<file path="src/rtl/vga_timing_pkg.sv">
// vga_timing_pkg: 1024x768 @ 60 Hz (65 MHz pclk) timing constants shared by
// the timing generator and the downstream draw stages.
//   CNT_W               : width of hcount/vcount (12 bits, totals <= 4096)
//   H_/V_ VISIBLE, FRONT, SYNC, TOTAL : raw timing values
//   H_/V_ SYNC_START/END : inclusive sync-pulse bounds derived from the above
package vga_timing_pkg;

   localparam int unsigned CNT_W = 12;

   localparam int unsigned H_VISIBLE = 1024;
   localparam int unsigned H_FRONT   = 24;
   localparam int unsigned H_SYNC    = 136;
   localparam int unsigned H_TOTAL   = 1344;

   localparam int unsigned V_VISIBLE = 768;
   localparam int unsigned V_FRONT   = 3;
   localparam int unsigned V_SYNC    = 6;
   localparam int unsigned V_TOTAL   = 806;

   localparam int unsigned H_SYNC_START = H_VISIBLE + H_FRONT;
   localparam int unsigned H_SYNC_END   = H_SYNC_START + H_SYNC - 1;
   localparam int unsigned V_SYNC_START = V_VISIBLE + V_FRONT;
   localparam int unsigned V_SYNC_END   = V_SYNC_START + V_SYNC - 1;

   typedef logic [CNT_W-1:0] cnt_t;

endpackage

</file>
<file path="src/rtl/vga_timing_if.sv">
// vga_timing_if: pixel-stream timing bundle from the timing generator to the
// draw stages.
//   hcount_out/vcount_out : 12-bit pixel column / line
//   hsync_out/vsync_out   : active-high sync pulses
//   hblnk_out/vblnk_out   : blanking flags
//   frame_start_out/frame_cnt_out : present only with VGA_TIMING_FRAME_CNT_EN
// modport master = driver (timing generator), slave = consumer.
interface vga_timing_if;
   import vga_timing_pkg::*;

   cnt_t hcount_out;
   logic hsync_out;
   logic hblnk_out;
   cnt_t vcount_out;
   logic vsync_out;
   logic vblnk_out;
`ifdef VGA_TIMING_FRAME_CNT_EN
   logic        frame_start_out;
   logic [15:0] frame_cnt_out;

   modport master (output hcount_out, hsync_out, hblnk_out,
                   vcount_out, vsync_out, vblnk_out,
                   frame_start_out, frame_cnt_out);
   modport slave  (input  hcount_out, hsync_out, hblnk_out,
                   vcount_out, vsync_out, vblnk_out,
                   frame_start_out, frame_cnt_out);
`else
   modport master (output hcount_out, hsync_out, hblnk_out,
                   vcount_out, vsync_out, vblnk_out);
   modport slave  (input  hcount_out, hsync_out, hblnk_out,
                   vcount_out, vsync_out, vblnk_out);
`endif

endinterface

</file>
<file path="src/rtl/vga_axis_cnt.sv">
// vga_axis_cnt: one timing axis (horizontal or vertical). Wrapping counter
// with registered blank/sync flags decoded from the next count, so each flag
// changes on the same edge as the count it describes.
//   clk, rst   : clock, synchronous active-high reset (all outputs to 0)
//   en         : advance the count this cycle
//   count_out  : registered count, 0..TOTAL-1
//   blank_out  : registered, count >= VISIBLE
//   sync_out   : registered, SYNC_START <= count <= SYNC_END
//   wrap_out   : combinational, high when the next edge wraps TOTAL-1 -> 0
module vga_axis_cnt
   import vga_timing_pkg::*;
#(
   parameter int unsigned VISIBLE    = H_VISIBLE,
   parameter int unsigned SYNC_START = H_SYNC_START,
   parameter int unsigned SYNC_END   = H_SYNC_END,
   parameter int unsigned TOTAL      = H_TOTAL
) (
   input  logic clk,
   input  logic rst,
   input  logic en,
   output cnt_t count_out,
   output logic blank_out,
   output logic sync_out,
   output logic wrap_out
);

   localparam cnt_t LAST = cnt_t'(TOTAL - 1);
   localparam cnt_t VIS  = cnt_t'(VISIBLE);
   localparam cnt_t SS   = cnt_t'(SYNC_START);
   localparam cnt_t SE   = cnt_t'(SYNC_END);

   cnt_t count_q, count_d;
   logic blank_q, blank_d;
   logic sync_q,  sync_d;

   always_comb begin
      count_d  = count_q;
      wrap_out = en && (count_q == LAST);
      if (en) begin
         count_d = wrap_out ? '0 : count_q + 1'b1;
      end
      // Flags decode the next count so they register together with it.
      blank_d = (count_d >= VIS);
      sync_d  = (count_d >= SS) && (count_d <= SE);
   end

   always_ff @(posedge clk) begin
      if (rst) begin
         count_q <= '0;
         blank_q <= 1'b0;
         sync_q  <= 1'b0;
      end else begin
         count_q <= count_d;
         blank_q <= blank_d;
         sync_q  <= sync_d;
      end
   end

   assign count_out = count_q;
   assign blank_out = blank_q;
   assign sync_out  = sync_q;

endmodule

</file>
<file path="src/rtl/vga_timing_gen.sv">
// vga_timing_gen: source of the pixel-stream timing (default 1024x768 @ 60 Hz).
// Two vga_axis_cnt instances; the horizontal wrap strobe enables the vertical
// axis, so vcount steps on the same edge hcount goes TOTAL-1 -> 0.
//   pclk : pixel clock, rising edge
//   rst  : synchronous active-high reset, all outputs to 0
//   tim  : vga_timing_if.master carrying counts, syncs and blanks (all registered)
// Optional macro VGA_TIMING_FRAME_CNT_EN adds frame_start_out (one-cycle pulse
// at (0,0) after a frame wrap) and frame_cnt_out (16-bit frame counter).
module vga_timing_gen
   import vga_timing_pkg::*;
#(
   parameter int unsigned H_VISIBLE = vga_timing_pkg::H_VISIBLE,
   parameter int unsigned H_FRONT   = vga_timing_pkg::H_FRONT,
   parameter int unsigned H_SYNC    = vga_timing_pkg::H_SYNC,
   parameter int unsigned H_TOTAL   = vga_timing_pkg::H_TOTAL,
   parameter int unsigned V_VISIBLE = vga_timing_pkg::V_VISIBLE,
   parameter int unsigned V_FRONT   = vga_timing_pkg::V_FRONT,
   parameter int unsigned V_SYNC    = vga_timing_pkg::V_SYNC,
   parameter int unsigned V_TOTAL   = vga_timing_pkg::V_TOTAL
) (
   input  logic        pclk,
   input  logic        rst,
   vga_timing_if.master tim
);

   localparam int unsigned HS_START = H_VISIBLE + H_FRONT;
   localparam int unsigned HS_END   = HS_START + H_SYNC - 1;
   localparam int unsigned VS_START = V_VISIBLE + V_FRONT;
   localparam int unsigned VS_END   = VS_START + V_SYNC - 1;

   cnt_t hcount, vcount;
   logic hsync, hblnk, vsync, vblnk;
   logic h_wrap, v_wrap;

   vga_axis_cnt #(
      .VISIBLE    (H_VISIBLE),
      .SYNC_START (HS_START),
      .SYNC_END   (HS_END),
      .TOTAL      (H_TOTAL)
   ) u_h_cnt (
      .clk       (pclk),
      .rst       (rst),
      .en        (1'b1),
      .count_out (hcount),
      .blank_out (hblnk),
      .sync_out  (hsync),
      .wrap_out  (h_wrap)
   );

   vga_axis_cnt #(
      .VISIBLE    (V_VISIBLE),
      .SYNC_START (VS_START),
      .SYNC_END   (VS_END),
      .TOTAL      (V_TOTAL)
   ) u_v_cnt (
      .clk       (pclk),
      .rst       (rst),
      .en        (h_wrap),
      .count_out (vcount),
      .blank_out (vblnk),
      .sync_out  (vsync),
      .wrap_out  (v_wrap)
   );

   assign tim.hcount_out = hcount;
   assign tim.hsync_out  = hsync;
   assign tim.hblnk_out  = hblnk;
   assign tim.vcount_out = vcount;
   assign tim.vsync_out  = vsync;
   assign tim.vblnk_out  = vblnk;

`ifdef VGA_TIMING_FRAME_CNT_EN
   logic        frame_start_q, frame_start_d;
   logic [15:0] frame_cnt_q,   frame_cnt_d;

   // v_wrap is only true together with h_wrap, i.e. on the (last,last) -> (0,0)
   // edge, so registering it aligns the pulse with counts at (0,0).
   always_comb begin
      frame_start_d = v_wrap;
      frame_cnt_d   = frame_cnt_q;
      if (v_wrap) begin
         frame_cnt_d = frame_cnt_q + 16'd1;
      end
   end

   always_ff @(posedge pclk) begin
      if (rst) begin
         frame_start_q <= 1'b0;
         frame_cnt_q   <= '0;
      end else begin
         frame_start_q <= frame_start_d;
         frame_cnt_q   <= frame_cnt_d;
      end
   end

   assign tim.frame_start_out = frame_start_q;
   assign tim.frame_cnt_out   = frame_cnt_q;
`else
   logic unused_v_wrap;
   assign unused_v_wrap = v_wrap;
`endif

endmodule

</file>
<file path="src/flat_wrapper.sv">
// flat-port wrapper written by rule: the top's interface ports become plain ports
module vga_timing_gen_flat import vga_timing_pkg::*;
#(
   parameter int unsigned H_VISIBLE = vga_timing_pkg::H_VISIBLE,
   parameter int unsigned H_FRONT   = vga_timing_pkg::H_FRONT,
   parameter int unsigned H_SYNC    = vga_timing_pkg::H_SYNC,
   parameter int unsigned H_TOTAL   = vga_timing_pkg::H_TOTAL,
   parameter int unsigned V_VISIBLE = vga_timing_pkg::V_VISIBLE,
   parameter int unsigned V_FRONT   = vga_timing_pkg::V_FRONT,
   parameter int unsigned V_SYNC    = vga_timing_pkg::V_SYNC,
   parameter int unsigned V_TOTAL   = vga_timing_pkg::V_TOTAL
)
  (pclk, rst, tim_hcount_out, tim_hsync_out, tim_hblnk_out, tim_vcount_out, tim_vsync_out, tim_vblnk_out);
  vga_timing_if tim_i ();
  input  logic pclk;
  input  logic rst;
  output wire logic [$bits(tim_i.hcount_out)-1:0] tim_hcount_out;
  output wire logic [$bits(tim_i.hsync_out)-1:0] tim_hsync_out;
  output wire logic [$bits(tim_i.hblnk_out)-1:0] tim_hblnk_out;
  output wire logic [$bits(tim_i.vcount_out)-1:0] tim_vcount_out;
  output wire logic [$bits(tim_i.vsync_out)-1:0] tim_vsync_out;
  output wire logic [$bits(tim_i.vblnk_out)-1:0] tim_vblnk_out;
  assign tim_hcount_out = tim_i.hcount_out;
  assign tim_hsync_out = tim_i.hsync_out;
  assign tim_hblnk_out = tim_i.hblnk_out;
  assign tim_vcount_out = tim_i.vcount_out;
  assign tim_vsync_out = tim_i.vsync_out;
  assign tim_vblnk_out = tim_i.vblnk_out;
  vga_timing_gen #(.H_VISIBLE(H_VISIBLE), .H_FRONT(H_FRONT), .H_SYNC(H_SYNC), .H_TOTAL(H_TOTAL), .V_VISIBLE(V_VISIBLE), .V_FRONT(V_FRONT), .V_SYNC(V_SYNC), .V_TOTAL(V_TOTAL)) u_core (.pclk(pclk), .rst(rst), .tim(tim_i));
endmodule
</file>
<file path="config.mk">
export PLATFORM = sky130hd
export DESIGN_NAME = vga_timing_gen_flat
export DESIGN_NICKNAME = d
export VERILOG_FILES = /design/src/rtl/vga_timing_pkg.sv /design/src/rtl/vga_timing_if.sv /design/src/rtl/vga_axis_cnt.sv /design/src/rtl/vga_timing_gen.sv /design/src/flat_wrapper.sv
export SDC_FILE = /design/constraint.sdc
export NUM_CORES = 1
export LEC_CHECK = 0
export ABC_AREA = 1
export BUFFER_PORTS_ARGS = -buffer_cell sky130_fd_sc_hd__buf_2
export CORE_ASPECT_RATIO = 1.2
export CORE_MARGIN = 5
export CORE_UTILIZATION = 55
export DETAILED_ROUTE_END_ITERATION = 7
export PLACE_DENSITY_LB_ADDON = 0.15
export REMOVE_ABC_BUFFERS = 1
export SYNTH_ARGS = -nofsm -noshare
export SYNTH_HDL_FRONTEND = slang
export SYNTH_SLANG_ARGS = --single-unit
</file>
<file path="constraint.sdc">
create_clock -name pclk -period 2.5 [get_ports pclk]
set_clock_uncertainty 0.05 [all_clocks]
set_input_delay 0.375 -clock pclk [delete_from_list [all_inputs] [get_ports pclk]]
set_output_delay 0.375 -clock pclk [all_outputs]
set_load 0.03 [all_outputs]
</file>
==> results_tabular.tex, run 1 <==
\begin{tabular}{lr}
\hline
Metric & Value \\
\hline
\multicolumn{2}{l}{\textbf{Place}} \\
\quad Post-detail-place hpwl & 2970 um \\
\quad Placed cell areas & 0.00184 mm\^{}2 \\
\quad DP Cell Count & 305 \\
\quad \# port buffers & 29 \\
\quad Place WS & 0.579 ns \\
\quad RePlAce Congestion & 0.843 \\
\multicolumn{2}{l}{\textbf{Layout}} \\
\quad Summed area of non-filler cells in the final layout & 0.00187 mm\^{}2 \\
\quad Final Non-Filler Cells & 309 \\
\quad Ant diodes & 0 \\
\quad Fraction of final layout cells sized beyond drive strength 1 & 20.9\% \\
\quad Area Growth Syn to Fin & 11.9\% \\
\quad Total number of nets in the final design & 280 \\
\quad Number of filler cells placed in the layout & 305 \\
\multicolumn{2}{l}{\textbf{Drt}} \\
\quad Remaining DRCs & 0 \\
\quad Post-DR wirelength/cell & 11.9 um \\
\quad Via count normalized by instance count & 5.06 \\
\quad Routed WL & 3680 um \\
\quad Post-detailed-route count of antenna-violating nets & 0 \\
\quad First-pass iteration count of the detailed router & 4 \\
\quad Via count & 1563 \\
\quad Initial DRC count & 73 \\
\multicolumn{2}{l}{\textbf{STA}} \\
\quad Final Critical Period & 1.91 ns \\
\quad Number of failing setup endpoints in the final timing report & 0 \\
\quad Least-Margin Pin Slew & 0.401 ns \\
\quad RSZ-0062 raised after global routing & no \\
\quad Number of hold-slack violations in the final timing report & 0 \\
\quad Max transition margin & 73.3\% \\
\quad Final period util & 76.5\% \\
\quad Worst Slack Setup Final & 0.586 ns \\
\quad Final total negative setup slack & 0 ns \\
\quad Maximum clock frequency & 0.523 GHz \\
\quad Max-slew violation total from the final report & 0 \\
\multicolumn{2}{l}{\textbf{Clock tree}} \\
\quad Clk slew on worst S/H paths & 0.15 ns \\
\quad Number of buffers inserted during clock tree synthesis & 3 \\
\quad Post-CTS setup buffers & 0 \\
\quad Master cell of the clock root buffer & clkbuf\_4 \\
\quad CTS resizes & 0 \\
\quad Hold buffer count at CTS & 0 \\
\quad Deepest clock path buffer count & 2 \\
\quad CTS tree & done \\
\quad CTS sink count & 28 \\
\quad Worst-Skew Late Latency & 0.32 ns \\
\quad Maximum level of the CTS H-tree & 1 \\
\multicolumn{2}{l}{\textbf{Floorplanning}} \\
\quad Initial core utilization & 55.8\% \\
\quad Die area & 0.00425 mm\^{}2 \\
\quad Placeable core region & 0.00300 mm\^{}2 \\
\quad Vertical extent of the die & 70.5 um \\
\quad Die boundary width & 60.4 um \\
\quad Placement Rows & 22 \\
\quad Number of ports placed on the die boundary & 30 \\
\multicolumn{2}{l}{\textbf{Worst setup path}} \\
\quad CP arrival & 2.14 ns \\
\quad Required time at the worst-slack endpoint & 2.73 ns \\
\quad Type of the worst setup path & reg -> reg \\
\quad Largest fanout on the critical path & 5 \\
\quad Cell with the most instances on the worst path & nand2\_1 \\
\quad Largest stage delay on the critical path & 0.43 ns \\
\quad Worst reg2reg setup slack & 0.59 ns \\
\quad Slowest library cell on the worst path & dfxtp\_1 \\
\quad Kind of start point of the critical path & flop \\
\quad Cell breakdown of the critical path & ha\_1 -> nand2\_1 -> nor2\_4 -> nand2\_1 -> nor2\_1 -> nand2\_1 -> nand2\_1 -> nand3\_2 -> nor2\_1 -> nand3\_1 -> nor2\_1 \\
\quad Setup crit end kind & flop \\
\multicolumn{2}{l}{\textbf{Power and ir drop}} \\
\quad Maximum ir drop on the vdd rail & 328 uV \\
\quad Power per cell area & 375 mW/mm\^{}2 \\
\quad Post-layout power & 703 uW \\
\quad Leakage dissipation & 0.000953 uW \\
\multicolumn{2}{l}{\textbf{Global routing}} \\
\quad Global router's overall resource usage & 19.3\% \\
\quad Wire length of the first global-routing pass & 6530 um \\
\quad Remaining Overflow, GRT & 0 \\
\quad Initial antenna violation count & 0 \\
\quad Number of global-route vias before repair & 1577 \\
\quad Largest net degree at the start of global routing & 22 \\
\multicolumn{2}{l}{\textbf{Logic synthesis}} \\
\quad Fraction of synthesized cell area taken by the top area cell type & 33.5\% \\
\quad Count of flip-flops with a built-in enable after synthesis & 0 \\
\quad Number of synthesized register bits & 28 \\
\quad Dominant combinational cell family by area after synthesis & simple AND/OR/NAND/NOR gates \\
\quad Syn Std Cell Area & 0.00168 mm\^{}2 \\
\quad Parity-gate share of the synthesized area counting xor and xnor cells & 5.75\% \\
\quad Adder-Cell Fraction of Synth Area & 2.99\% \\
\quad Most instantiated cells after synthesis & 68 x nand2\_1, 45 x nor2\_1, 28 x dfxtp\_1, 24 x inv\_1, 24 x nand3\_1 \\
\quad Share of synthesized flip-flops with an asynchronous set or reset & 0\% \\
\quad Number of distinct library cells after synthesis & 28 \\
\quad Most frequently used cell type in the post-synthesis netlist & nand2\_1 \\
\quad Number of instances in the synthesized netlist & 243 \\
\quad Proportion of synthesized chip area in sequential cells & 33.5\% \\
\quad Biggest area contributors in the synthesized netlist & dfxtp\_1 33\%, nand2\_1 15\%, nor2\_1 10\% \\
\quad YS warnings & 0 \\
\quad Mux share of post-synthesis cell area & 0\% \\
\quad Fraction of the mapped netlist area in simple logic gates & 47.6\% \\
\quad Avg Inst Size Synth & 6.89 um\^{}2 \\
\quad Cell type contributing the most total cell area after synthesis & dfxtp\_1 \\
\quad Top flip-flop cell by instance count after synthesis & dfxtp\_1 \\
\quad Compound-cell area share of the yosys netlist & 2.24\% \\
\multicolumn{2}{l}{\textbf{Hold path}} \\
\quad Path category of the worst min-delay check & in -> reg \\
\multicolumn{2}{l}{\textbf{Run}} \\
\quad MaxCap Viol Count & 0 \\
\multicolumn{2}{l}{\textbf{Outcome}} \\
\quad Run status & finished, final reports clean \\
\hline
\end{tabular}
per-stage QoR:
stage	util, %	hold WS, ns
2_1_floorplan	-	0.394
3_3_place_gp	61.3	0.394
3_5_place_dp	61.3	0.400
4_1_cts	62.5	0.392
5_1_grt	62.5	0.413
6_report	62.5	0.394
flip-flops by register name, indices dropped and copies added, names as in the netlist:
name,count
u_core.u_v_cnt.count_out,12
u_core.u_v_cnt.blank_out,1
u_core.u_h_cnt.sync_out,1
u_core.u_v_cnt.sync_out,1
u_core.u_h_cnt.count_out,12
u_core.u_h_cnt.blank_out,1
report_power, final:
part | total, uW | switching [uW] | internal [uW]
Sequential | 455 | 4.55 | 451
Clock | 218 | 129 | 89.0
Combinational | 30.3 | 22.0 | 8.32
cell type report:
cell class | count | area (um^2) | share of cell area, %
Clock buffer | 4 | 36.3 | 1.94
Inverter | 27 | 106 | 5.67
Multi-Input combinational cell | 185 | 981 | 52.3
Sequential cell | 28 | 561 | 29.9
Tap cell | 36 | 45.0 | 2.40
Timing Repair Buffer | 29 | 145 | 7.74
path summary, 6_finish.rpt:
kind / startpoint / end / cells after the start
max: u_core.u_v_cnt.count_out[0] / u_core.u_v_cnt.sync_out / 11
min: rst / u_core.u_v_cnt.count_out[11] / 2
max reg2reg: u_core.u_v_cnt.count_out[0] / u_core.u_v_cnt.sync_out / 11
min reg2reg: u_core.u_h_cnt.count_out[0] / u_core.u_h_cnt.count_out[0] / 1
cell families after synthesis:
family                     after synthesis
adders and majority gates                4
buffers and inverters                   30
and+or+nand+nor                        163
xor gates and xnor gates                11
AOI/OAI and AO/OA                        7
DFF                                     28
critical path: cells and delay by family, from the launching register on:
| family | cells | cell delay, ns |
|---|---|---|
| flip-flops | 1 | 0.43 |
| AND/OR/NAND/NOR | 10 | 1.14 |
| adder cells (fa/ha/maj) | 1 | 0.26 |
placed cells by master (no fill, tap or decap), drive strengths merged:
master and n:
xnor2 3, ha 4, buf 29, nand4 3, nand2 73, nand3b 3
inv 26, a21oi 5, nand2b 1, clkbuf 4, nor2 54, or2 1
dfxtp 28, o21ai 1, o21bai 1, clkinv 1, xor2 8, nand3 28
layer usage:
| metal | global-route usage, % | up-vias | wire length, um |
|---|---|---|---|
| li1 | - | 815 | - |
| met1 | 22.2 | 712 | 1540 |
| met2 | 34.5 | 34 | 1940 |
| met3 | 3.70 | 2 | 176 |
| met4 | 5.91 | 0 | 23 |
| met5 | 0 | - | 0 |
Note: power is estimated with default switching activity, not from simulation.
==> run 2: changes to the inputs <==
==> constraint.sdc (replaced) <==
create_clock -name pclk -period 1.93 [get_ports pclk]
set_clock_uncertainty 0.05 [all_clocks]
set_input_delay 0.2895 -clock pclk [delete_from_list [all_inputs] [get_ports pclk]]
set_output_delay 0.2895 -clock pclk [all_outputs]
set_load 0.03 [all_outputs]
==> run 2 against run 1 <==
  * Global-route usage is 0.65 points higher
  * Critical path depth is 2 lower
  * Power is 24% higher
  * Worst setup slack worse by 0.43 ns
  * Critical endpoint is now u_core.u_v_cnt.blank_out
  * Die area stayed put
==> results_tabular.tex, run 2 (synthesized netlist as in run 1, its figures left out) <==
\begin{tabular}{lr}
\hline
Metric & Value \\
\hline
\multicolumn{2}{l}{\textbf{Outcome}} \\
\quad Run status & finished, final reports clean (unchanged) \\
\multicolumn{2}{l}{\textbf{Global routing}} \\
\quad Global router's overall resource usage & 19.9\% (was 19.3\%) \\
\quad Remaining Overflow, GRT & 0 (unchanged) \\
\quad Initial antenna violation count & 0 (unchanged) \\
\quad Wire length of the first global-routing pass & 6580 um (was 6530 um) \\
\quad Number of global-route vias before repair & 1530 (was 1577) \\
\quad Largest net degree at the start of global routing & 16 (was 22) \\
\multicolumn{2}{l}{\textbf{Clock tree}} \\
\quad Number of buffers inserted during clock tree synthesis & 3 (unchanged) \\
\quad CTS tree & done (unchanged) \\
\quad CTS sink count & 28 (unchanged) \\
\quad Worst-Skew Late Latency & 0.32 ns (about the same) \\
\quad Deepest clock path buffer count & 2 (unchanged) \\
\quad Clk slew on worst S/H paths & 0.15 ns (about the same) \\
\quad Maximum level of the CTS H-tree & 1 (unchanged) \\
\quad Hold buffer count at CTS & 0 (unchanged) \\
\quad Master cell of the clock root buffer & clkbuf\_4 (unchanged) \\
\multicolumn{2}{l}{\textbf{STA}} \\
\quad Final Critical Period & 1.78 ns (was 1.91 ns) \\
\quad Number of failing setup endpoints in the final timing report & 0 (unchanged) \\
\quad Maximum clock frequency & 0.563 GHz (was 0.523 GHz) \\
\quad Max transition margin & 82.3\% (was 73.3\%) \\
\quad Max-slew violation total from the final report & 0 (unchanged) \\
\quad Least-Margin Pin Slew & 0.266 ns (was 0.401 ns) \\
\quad Final period util & 92.0\% (was 76.5\%) \\
\quad Worst Slack Setup Final & 0.155 ns (was 0.586 ns) \\
\quad Final total negative setup slack & 0 ns (unchanged) \\
\quad Number of hold-slack violations in the final timing report & 0 (unchanged) \\
\multicolumn{2}{l}{\textbf{Floorplanning}} \\
\quad Placement Rows & 22 (unchanged) \\
\quad Number of ports placed on the die boundary & 30 (unchanged) \\
\quad Die area & 0.00425 mm\^{}2 (unchanged) \\
\quad Initial core utilization & 55.8\% (unchanged) \\
\quad Die boundary width & 60.4 um (unchanged) \\
\quad Vertical extent of the die & 70.5 um (unchanged) \\
\quad Placeable core region & 0.00300 mm\^{}2 (unchanged) \\
\multicolumn{2}{l}{\textbf{Power and ir drop}} \\
\quad Power per cell area & 456 mW/mm\^{}2 (was 375 mW/mm\^{}2) \\
\quad Maximum ir drop on the vdd rail & 315 uV (was 328 uV) \\
\quad Leakage dissipation & 0.000963 uW (was 0.000953 uW) \\
\multicolumn{2}{l}{\textbf{Worst setup path}} \\
\quad Largest stage delay on the critical path & 0.38 ns (was 0.43 ns) \\
\quad CP arrival & 1.94 ns (was 2.14 ns) \\
\quad Largest fanout on the critical path & 7 (was 5) \\
\quad Kind of start point of the critical path & flop (unchanged) \\
\quad Logic depth of the worst path, buffers included & 9 (was 11) \\
\quad Reg-to-reg critical path startpoint & u\_core.u\_h\_cnt.count\_out[1] (was u\_core.u\_v\_cnt.count\_out[0]) \\
\quad Sum of buffers and inverters on the critical path & 0 (unchanged) \\
\quad Required time at the worst-slack endpoint & 2.10 ns (was 2.73 ns) \\
\quad Cell with the most instances on the worst path & nor2\_1 (was nand2\_1) \\
\quad Slowest library cell on the worst path & dfxtp\_2 (was dfxtp\_1) \\
\quad Worst reg2reg setup slack & 0.15 ns (was 0.59 ns) \\
\quad Critical path origin & u\_core.u\_h\_cnt.count\_out[1] (was u\_core.u\_v\_cnt.count\_out[0]) \\
\quad Cell breakdown of the critical path & ha\_2 -> nand3\_4 -> nor2\_4 -> nand2\_2 -> or2\_4 -> nand3\_2 -> nor2\_2 -> nor2\_1 -> nor2\_1 (was ha\_1 -> nand2\_1 -> nor2\_4 -> nand2\_1 -> nor2\_1 -> nand2\_1 -> nand2\_1 -> nand3\_2 -> nor2\_1 -> nand3\_1 -> nor2\_1) \\
\quad Type of the worst setup path & reg -> reg (unchanged) \\
\quad Family with the most delay on the worst path & simple AND/OR/NAND/NOR gates (unchanged) \\
\quad FF-to-FF path depth & 9 (was 11) \\
\quad R2r endpoint & u\_core.u\_v\_cnt.blank\_out (was u\_core.u\_v\_cnt.sync\_out) \\
\quad Setup crit end kind & flop (unchanged) \\
\quad Critical path capture point & u\_core.u\_v\_cnt.blank\_out (was u\_core.u\_v\_cnt.sync\_out) \\
\multicolumn{2}{l}{\textbf{Drt}} \\
\quad Routed WL & 3780 um (was 3680 um) \\
\quad Initial DRC count & 67 (was 73) \\
\quad First-pass iteration count of the detailed router & 4 (unchanged) \\
\quad Via count normalized by instance count & 4.96 (was 5.06) \\
\quad Remaining DRCs & 0 (unchanged) \\
\quad Post-DR wirelength/cell & 12.1 um (was 11.9 um) \\
\quad Via count & 1548 (was 1563) \\
\quad Post-detailed-route count of antenna-violating nets & 0 (unchanged) \\
\multicolumn{2}{l}{\textbf{Place}} \\
\quad DP Cell Count & 307 (was 305) \\
\quad RePlAce Congestion & 0.904 (was 0.843) \\
\quad \# port buffers & 29 (unchanged) \\
\quad Place WS & 0.0462 ns (was 0.579 ns) \\
\quad Post-detail-place hpwl & 3010 um (was 2970 um) \\
\multicolumn{2}{l}{\textbf{Layout}} \\
\quad Commonest cells after routing, fill and taps aside & 68 x nand2\_1, 42 x nor2\_1, 29 x buf\_2 (was 68 x nand2\_1, 45 x nor2\_1, 29 x buf\_2) \\
\quad Multi-input gate area & 993 um\^{}2 (was 981 um\^{}2) \\
\quad Fraction of final layout cells sized beyond drive strength 1 & 25.0\% (was 20.9\%) \\
\quad Final Non-Filler Cells & 312 (was 309) \\
\quad Post-layout util & 63.6\% (was 62.5\%) \\
\quad Area used by sequential logic in the layout & 566 um\^{}2 (was 561 um\^{}2) \\
\quad Ant diodes & 0 (unchanged) \\
\quad Total number of nets in the final design & 284 (was 280) \\
\quad Area Growth Syn to Fin & 13.9\% (was 11.9\%) \\
\quad Number of filler cells placed in the layout & 292 (was 305) \\
\quad Most frequent standard cell in the layout excluding fill and tap cells & nand2\_1 (unchanged) \\
\multicolumn{2}{l}{\textbf{Hold path}} \\
\quad Path category of the worst min-delay check & in -> reg (unchanged) \\
\multicolumn{2}{l}{\textbf{Run}} \\
\quad MaxCap Viol Count & 0 (unchanged) \\
\hline
\end{tabular}
-- run 2: cell types whose count changed in the layout (fill, tap and decap cells not counted), sizes merged --
cell | previous run | this run
clkbuf | 4 | 3
buf | 29 | 33
-- run 2: routing by layer --
metal / track usage, % / share of wire (%) / routed length [um] / vias up
li1: - / - / - / 815
met1: 24.1 / 44 / 1660 / 696
met2: 33.4 / 51 / 1910 / 31
met3: 3.33 / 3.6 / 137 / 6
met4: 8.87 / 1.9 / 73 / 0
met5: 0 / 0 / 0 / -
-- run 2: power by group --
group / internal, uW / switching, uW
combinational: 12.4 / 30.4
clock: 73.1 / 163
sequential: 584 / 6.65
-- run 2: worst min path at each step --
stage	startpoint	end	slack (ns)	cells past startpoint
finish	rst	u_core.u_h_cnt.count_out[11]	0.25	2
global route	rst	u_core.u_v_cnt.count_out[8]	0.25	2
CTS	rst	u_core.u_h_cnt.count_out[9]	0.24	2
detailed placement	u_core.u_h_cnt.count_out[0]	u_core.u_h_cnt.count_out[0]	0.41	1
global placement	u_core.u_h_cnt.count_out[0]	u_core.u_h_cnt.count_out[0]	0.39	1
floorplan	rst	u_core.u_h_cnt.blank_out	0.31	1
-- run 2: final cells by class --
type | instances | share of cell area (%)
Clock buffer | 3 | 1.18
Inverter | 27 | 5.57
Multi-Input combinational cell | 185 | 52.1
Sequential cell | 28 | 29.6
Tap cell | 36 | 2.36
Timing Repair Buffer | 33 | 9.18
-- run 2: through the flow --
stage | power (uW) | hold slack [ns] | cell area, um^2
2_1_floorplan | 626 | 0.309 | 1650
3_3_place_gp | 644 | 0.393 | 1850
3_5_place_dp | 645 | 0.413 | 1850
4_1_cts | 878 | 0.242 | 1880
5_1_grt | 906 | 0.248 | 1910
6_report | 870 | 0.249 | 1910
-- run 2: timing repair --
item | CTS | global route
resized for setup | 0 | 9
endpoints found under the hold margin | 0 | 0
endpoints found under the setup margin | 0 | 3
setup buffers | 0 | 2
==> run 3: changes to the inputs <==
==> constraint.sdc (replaced) <==
create_clock -name pclk -period 1.8 [get_ports pclk]
set_clock_uncertainty 0.05 [all_clocks]
set_input_delay 0.09 -clock pclk [delete_from_list [all_inputs] [get_ports pclk]]
set_output_delay 0.09 -clock pclk [all_outputs]
set_load 0.03 [all_outputs]
==> run 3 against run 2 <==
  * Non-clock buffer count grew 4
  * Via count grew 5.4%
  * Clock-buffer cell count is the same
  * Combinational power grew 16%
  * Critical path depth grew 3
  * Power grew 8.5%
  * Highest routed layer unchanged
==> results_tabular.tex, run 3 (synthesized netlist as in run 1, its figures left out) <==
\begin{tabular}{lr}
\hline
Metric & Value \\
\hline
\multicolumn{2}{l}{\textbf{Outcome}} \\
\quad Run status & finished, final reports clean (unchanged) \\
\multicolumn{2}{l}{\textbf{Clock tree}} \\
\quad CTS tree & done (unchanged) \\
\quad Hold buffer count at CTS & 0 (unchanged) \\
\quad Clk slew on worst S/H paths & 0.15 ns (about the same) \\
\quad Master cell of the clock root buffer & clkbuf\_4 (unchanged) \\
\quad Deepest clock path buffer count & 2 (unchanged) \\
\quad Worst-Skew Late Latency & 0.33 ns (was 0.32 ns) \\
\quad Maximum level of the CTS H-tree & 1 (unchanged) \\
\quad Number of buffers inserted during clock tree synthesis & 3 (unchanged) \\
\quad CTS sink count & 28 (unchanged) \\
\multicolumn{2}{l}{\textbf{Power and ir drop}} \\
\quad Proportion of power drawn by flip-flops and latches & 67.0\% (was 67.9\%) \\
\quad Combinational Power Share & 5.2\% (was 4.9\%) \\
\quad Power per cell area & 476 mW/mm\^{}2 (was 456 mW/mm\^{}2) \\
\quad Internal power consumption & 720 uW (was 670 uW) \\
\quad Fraction of power consumed by the clock network & 27.7\% (was 27.2\%) \\
\quad Leakage dissipation & 0.000996 uW (was 0.000963 uW) \\
\quad Fraction of power spent switching nets & 23.7\% (was 23.0\%) \\
\quad Power spent charging and discharging nets & 224 uW (was 200 uW) \\
\quad Maximum ir drop on the vdd rail & 435 uV (was 315 uV) \\
\multicolumn{2}{l}{\textbf{Global routing}} \\
\quad Global router's overall resource usage & 19.8\% (was 19.9\%) \\
\quad Remaining Overflow, GRT & 0 (unchanged) \\
\quad Largest net degree at the start of global routing & 15 (was 16) \\
\quad Wire length of the first global-routing pass & 6470 um (was 6580 um) \\
\quad Number of global-route vias before repair & 1534 (was 1530) \\
\quad Initial antenna violation count & 0 (unchanged) \\
\multicolumn{2}{l}{\textbf{Place}} \\
\quad RePlAce Congestion & 0.948 (was 0.904) \\
\quad \# port buffers & 29 (unchanged) \\
\quad Post-detail-place hpwl & 3070 um (was 3010 um) \\
\multicolumn{2}{l}{\textbf{STA}} \\
\quad Max-slew violation total from the final report & 0 (unchanged) \\
\quad Number of failing setup endpoints in the final timing report & 0 (unchanged) \\
\quad Final total negative setup slack & 0 ns (unchanged) \\
\quad Maximum clock frequency & 0.608 GHz (was 0.563 GHz) \\
\quad Final period util & 91.4\% (was 92.0\%) \\
\quad Least-Margin Pin Slew & 0.256 ns (was 0.266 ns) \\
\quad Final Critical Period & 1.64 ns (was 1.78 ns) \\
\quad Max transition margin & 82.9\% (was 82.3\%) \\
\quad Number of hold-slack violations in the final timing report & 0 (unchanged) \\
\multicolumn{2}{l}{\textbf{Floorplanning}} \\
\quad Placeable core region & 0.00300 mm\^{}2 (unchanged) \\
\quad Number of ports placed on the die boundary & 30 (unchanged) \\
\quad Vertical extent of the die & 70.5 um (unchanged) \\
\quad Die area & 0.00425 mm\^{}2 (unchanged) \\
\quad Die boundary width & 60.4 um (unchanged) \\
\quad Initial core utilization & 55.8\% (unchanged) \\
\quad Placement Rows & 22 (unchanged) \\
\multicolumn{2}{l}{\textbf{Worst setup path}} \\
\quad Required time at the worst-slack endpoint & 2.03 ns (was 2.10 ns) \\
\quad Cell breakdown of the critical path & buf\_4 -> ha\_1 -> nand2\_1 -> nor2\_1 -> nand3\_1 -> nand2\_1 -> nand2\_1 -> nand2\_1 -> nand3\_1 -> nand2\_1 -> nand3\_1 -> nor2\_1 (was ha\_2 -> nand3\_4 -> nor2\_4 -> nand2\_2 -> or2\_4 -> nand3\_2 -> nor2\_2 -> nor2\_1 -> nor2\_1) \\
\quad Kind of start point of the critical path & flop (unchanged) \\
\quad Slowest library cell on the worst path & dfxtp\_1 (was dfxtp\_2) \\
\quad CP arrival & 1.88 ns (was 1.94 ns) \\
\quad FF-to-FF path depth & 12 (was 9) \\
\quad Family with the most delay on the worst path & simple AND/OR/NAND/NOR gates (unchanged) \\
\quad Reg-to-reg critical path startpoint & u\_core.u\_v\_cnt.count\_out[0] (was u\_core.u\_h\_cnt.count\_out[1]) \\
\quad Worst reg2reg setup slack & 0.16 ns (was 0.15 ns) \\
\quad Cell with the most instances on the worst path & nand2\_1 (was nor2\_1) \\
\quad Setup crit end kind & flop (unchanged) \\
\quad Sum of buffers and inverters on the critical path & 1 (was 0) \\
\quad Type of the worst setup path & reg -> reg (unchanged) \\
\quad R2r endpoint & u\_core.u\_v\_cnt.sync\_out (was u\_core.u\_v\_cnt.blank\_out) \\
\quad Largest fanout on the critical path & 4 (was 7) \\
\quad Largest stage delay on the critical path & 0.36 ns (was 0.38 ns) \\
\multicolumn{2}{l}{\textbf{Drt}} \\
\quad Post-detailed-route count of antenna-violating nets & 0 (unchanged) \\
\quad Post-DR wirelength/cell & 12.2 um (was 12.1 um) \\
\quad First-pass iteration count of the detailed router & 6 (was 4) \\
\quad Via count normalized by instance count & 5.15 (was 4.96) \\
\quad Routed WL & 3880 um (was 3780 um) \\
\quad Initial DRC count & 86 (was 67) \\
\quad Remaining DRCs & 0 (unchanged) \\
\quad Via count & 1631 (was 1548) \\
\multicolumn{2}{l}{\textbf{Layout}} \\
\quad Ant diodes & 0 (unchanged) \\
\quad Most frequent standard cell in the layout excluding fill and tap cells & nand2\_1 (unchanged) \\
\quad Commonest cells after routing, fill and taps aside & 66 x nand2\_1, 41 x nor2\_1, 29 x buf\_2 (was 68 x nand2\_1, 42 x nor2\_1, 29 x buf\_2) \\
\quad Area Growth Syn to Fin & 18.4\% (was 13.9\%) \\
\quad Total number of nets in the final design & 289 (was 284) \\
\quad Post-layout util & 66.1\% (was 63.6\%) \\
\quad Number of filler cells placed in the layout & 306 (was 292) \\
\quad Fraction of final layout cells sized beyond drive strength 1 & 28.1\% (was 25.0\%) \\
\multicolumn{2}{l}{\textbf{Hold path}} \\
\quad Startpoint of the tightest hold check path & rst (unchanged) \\
\quad Path category of the worst min-delay check & in -> reg (unchanged) \\
\quad Number of instances on the worst hold path & 2 (unchanged) \\
\quad End point of the most critical hold path & u\_core.u\_v\_cnt.count\_out[7] (was u\_core.u\_h\_cnt.count\_out[11]) \\
\multicolumn{2}{l}{\textbf{Run}} \\
\quad MaxCap Viol Count & 0 (unchanged) \\
\hline
\end{tabular}
run 3: changes by cell type in the layout (fill, tap and decap cells not counted):
| cell | change |
|---|---|
| buf_4 | +4 |
| dfxtp_1 | -2 |
| dfxtp_4 | +2 |
| ha_1 | +1 |
| ha_2 | -2 |
| ha_4 | +1 |
| nand2_1 | -2 |
| nand2_2 | +2 |
| nor2_1 | -1 |
| nor2_4 | +2 |
| xor2_1 | -1 |
| xor2_2 | +1 |
run 3: final cells by class:
| type | count | area (um^2) | share of cell area [%] |
|---|---|---|---|
| Multi-Input combinational cell | 186 | 1030 | 52.0 |
| Tap cell | 36 | 45.0 | 2.27 |
| Timing Repair Buffer | 37 | 205 | 10.3 |
| Clock buffer | 3 | 22.5 | 1.13 |
| Sequential cell | 28 | 573 | 28.9 |
| Inverter | 27 | 106 | 5.36 |
run 3: worst register-to-register path, cell delays in order (launching register included):
cell and delay, ns:
dfxtp_1 0.36, buf_4 0.13, ha_1 0.17, nand2_1 0.06
nor2_1 0.09, nand3_1 0.15, nand2_1 0.09, nand2_1 0.05
nand2_1 0.11, nand3_1 0.10, nand2_1 0.09, nand3_1 0.08
nor2_1 0.08
run 3: per-layer routing:
metal	vias to the layer above	global-route usage [%]	routed length, um
met5	-	0	0
met4	0	9.11	148
met3	17	2.59	236
met2	58	33.2	1920
met1	724	24.2	1580
li1	832	-	-
run 3: how the worst max path moves through the flow:
stage                                start                  endpoint  slack (ns)  cells past startpoint
3_3_place_gp   u_core.u_v_cnt.count_out[1]   u_core.u_v_cnt.sync_out        0.06                     11
4_1_cts        u_core.u_h_cnt.count_out[1]   u_core.u_v_cnt.sync_out        0.03                      9
3_5_place_dp   u_core.u_h_cnt.count_out[1]   u_core.u_v_cnt.sync_out      -0.005                     11
6_report       u_core.u_v_cnt.count_out[0]   u_core.u_v_cnt.sync_out        0.16                     12
5_1_grt        u_core.u_v_cnt.count_out[1]   u_core.u_v_cnt.sync_out       -0.01                     11
2_1_floorplan  u_core.u_h_cnt.count_out[1]  u_core.u_v_cnt.blank_out       -0.07                      9
run 3: power groups by stage:
stage / registers [uW] / clock network, uW / logic [uW]
after floorplan: 657 / 0 / 14.4
after global placement: 645 / 0 / 47.9
after detailed placement: 645 / 0 / 48.1
after CTS: 632 / 260 / 48.4
after global routing: 634 / 278 / 53.7
final: 633 / 262 / 49.5
run 3: repair_timing:
item / CTS / global route
gates resized for setup: 2 / 16
pin swaps: 1 / 10
buffers inserted: 0 / 2
gates cloned: 1 / 0
setup endpoints to repair: 1 / 3
run 3: metrics by stage:
step / setup slack [ns] / hold slack (ns) / cell area [um^2] / instances / power, uW
finish: 0.155 / 0.0173 / 1980 / 317 / 944
global route: -0.0138 / 0.0416 / 1980 / 317 / 966
CTS: 0.0293 / 0.0347 / 1920 / 315 / 940
detailed placement: -0.00465 / 0.372 / 1880 / 311 / 693
global placement: 0.0630 / 0.366 / 1880 / 311 / 693
floorplan: -0.0672 / 0.109 / 1650 / 240 / 671
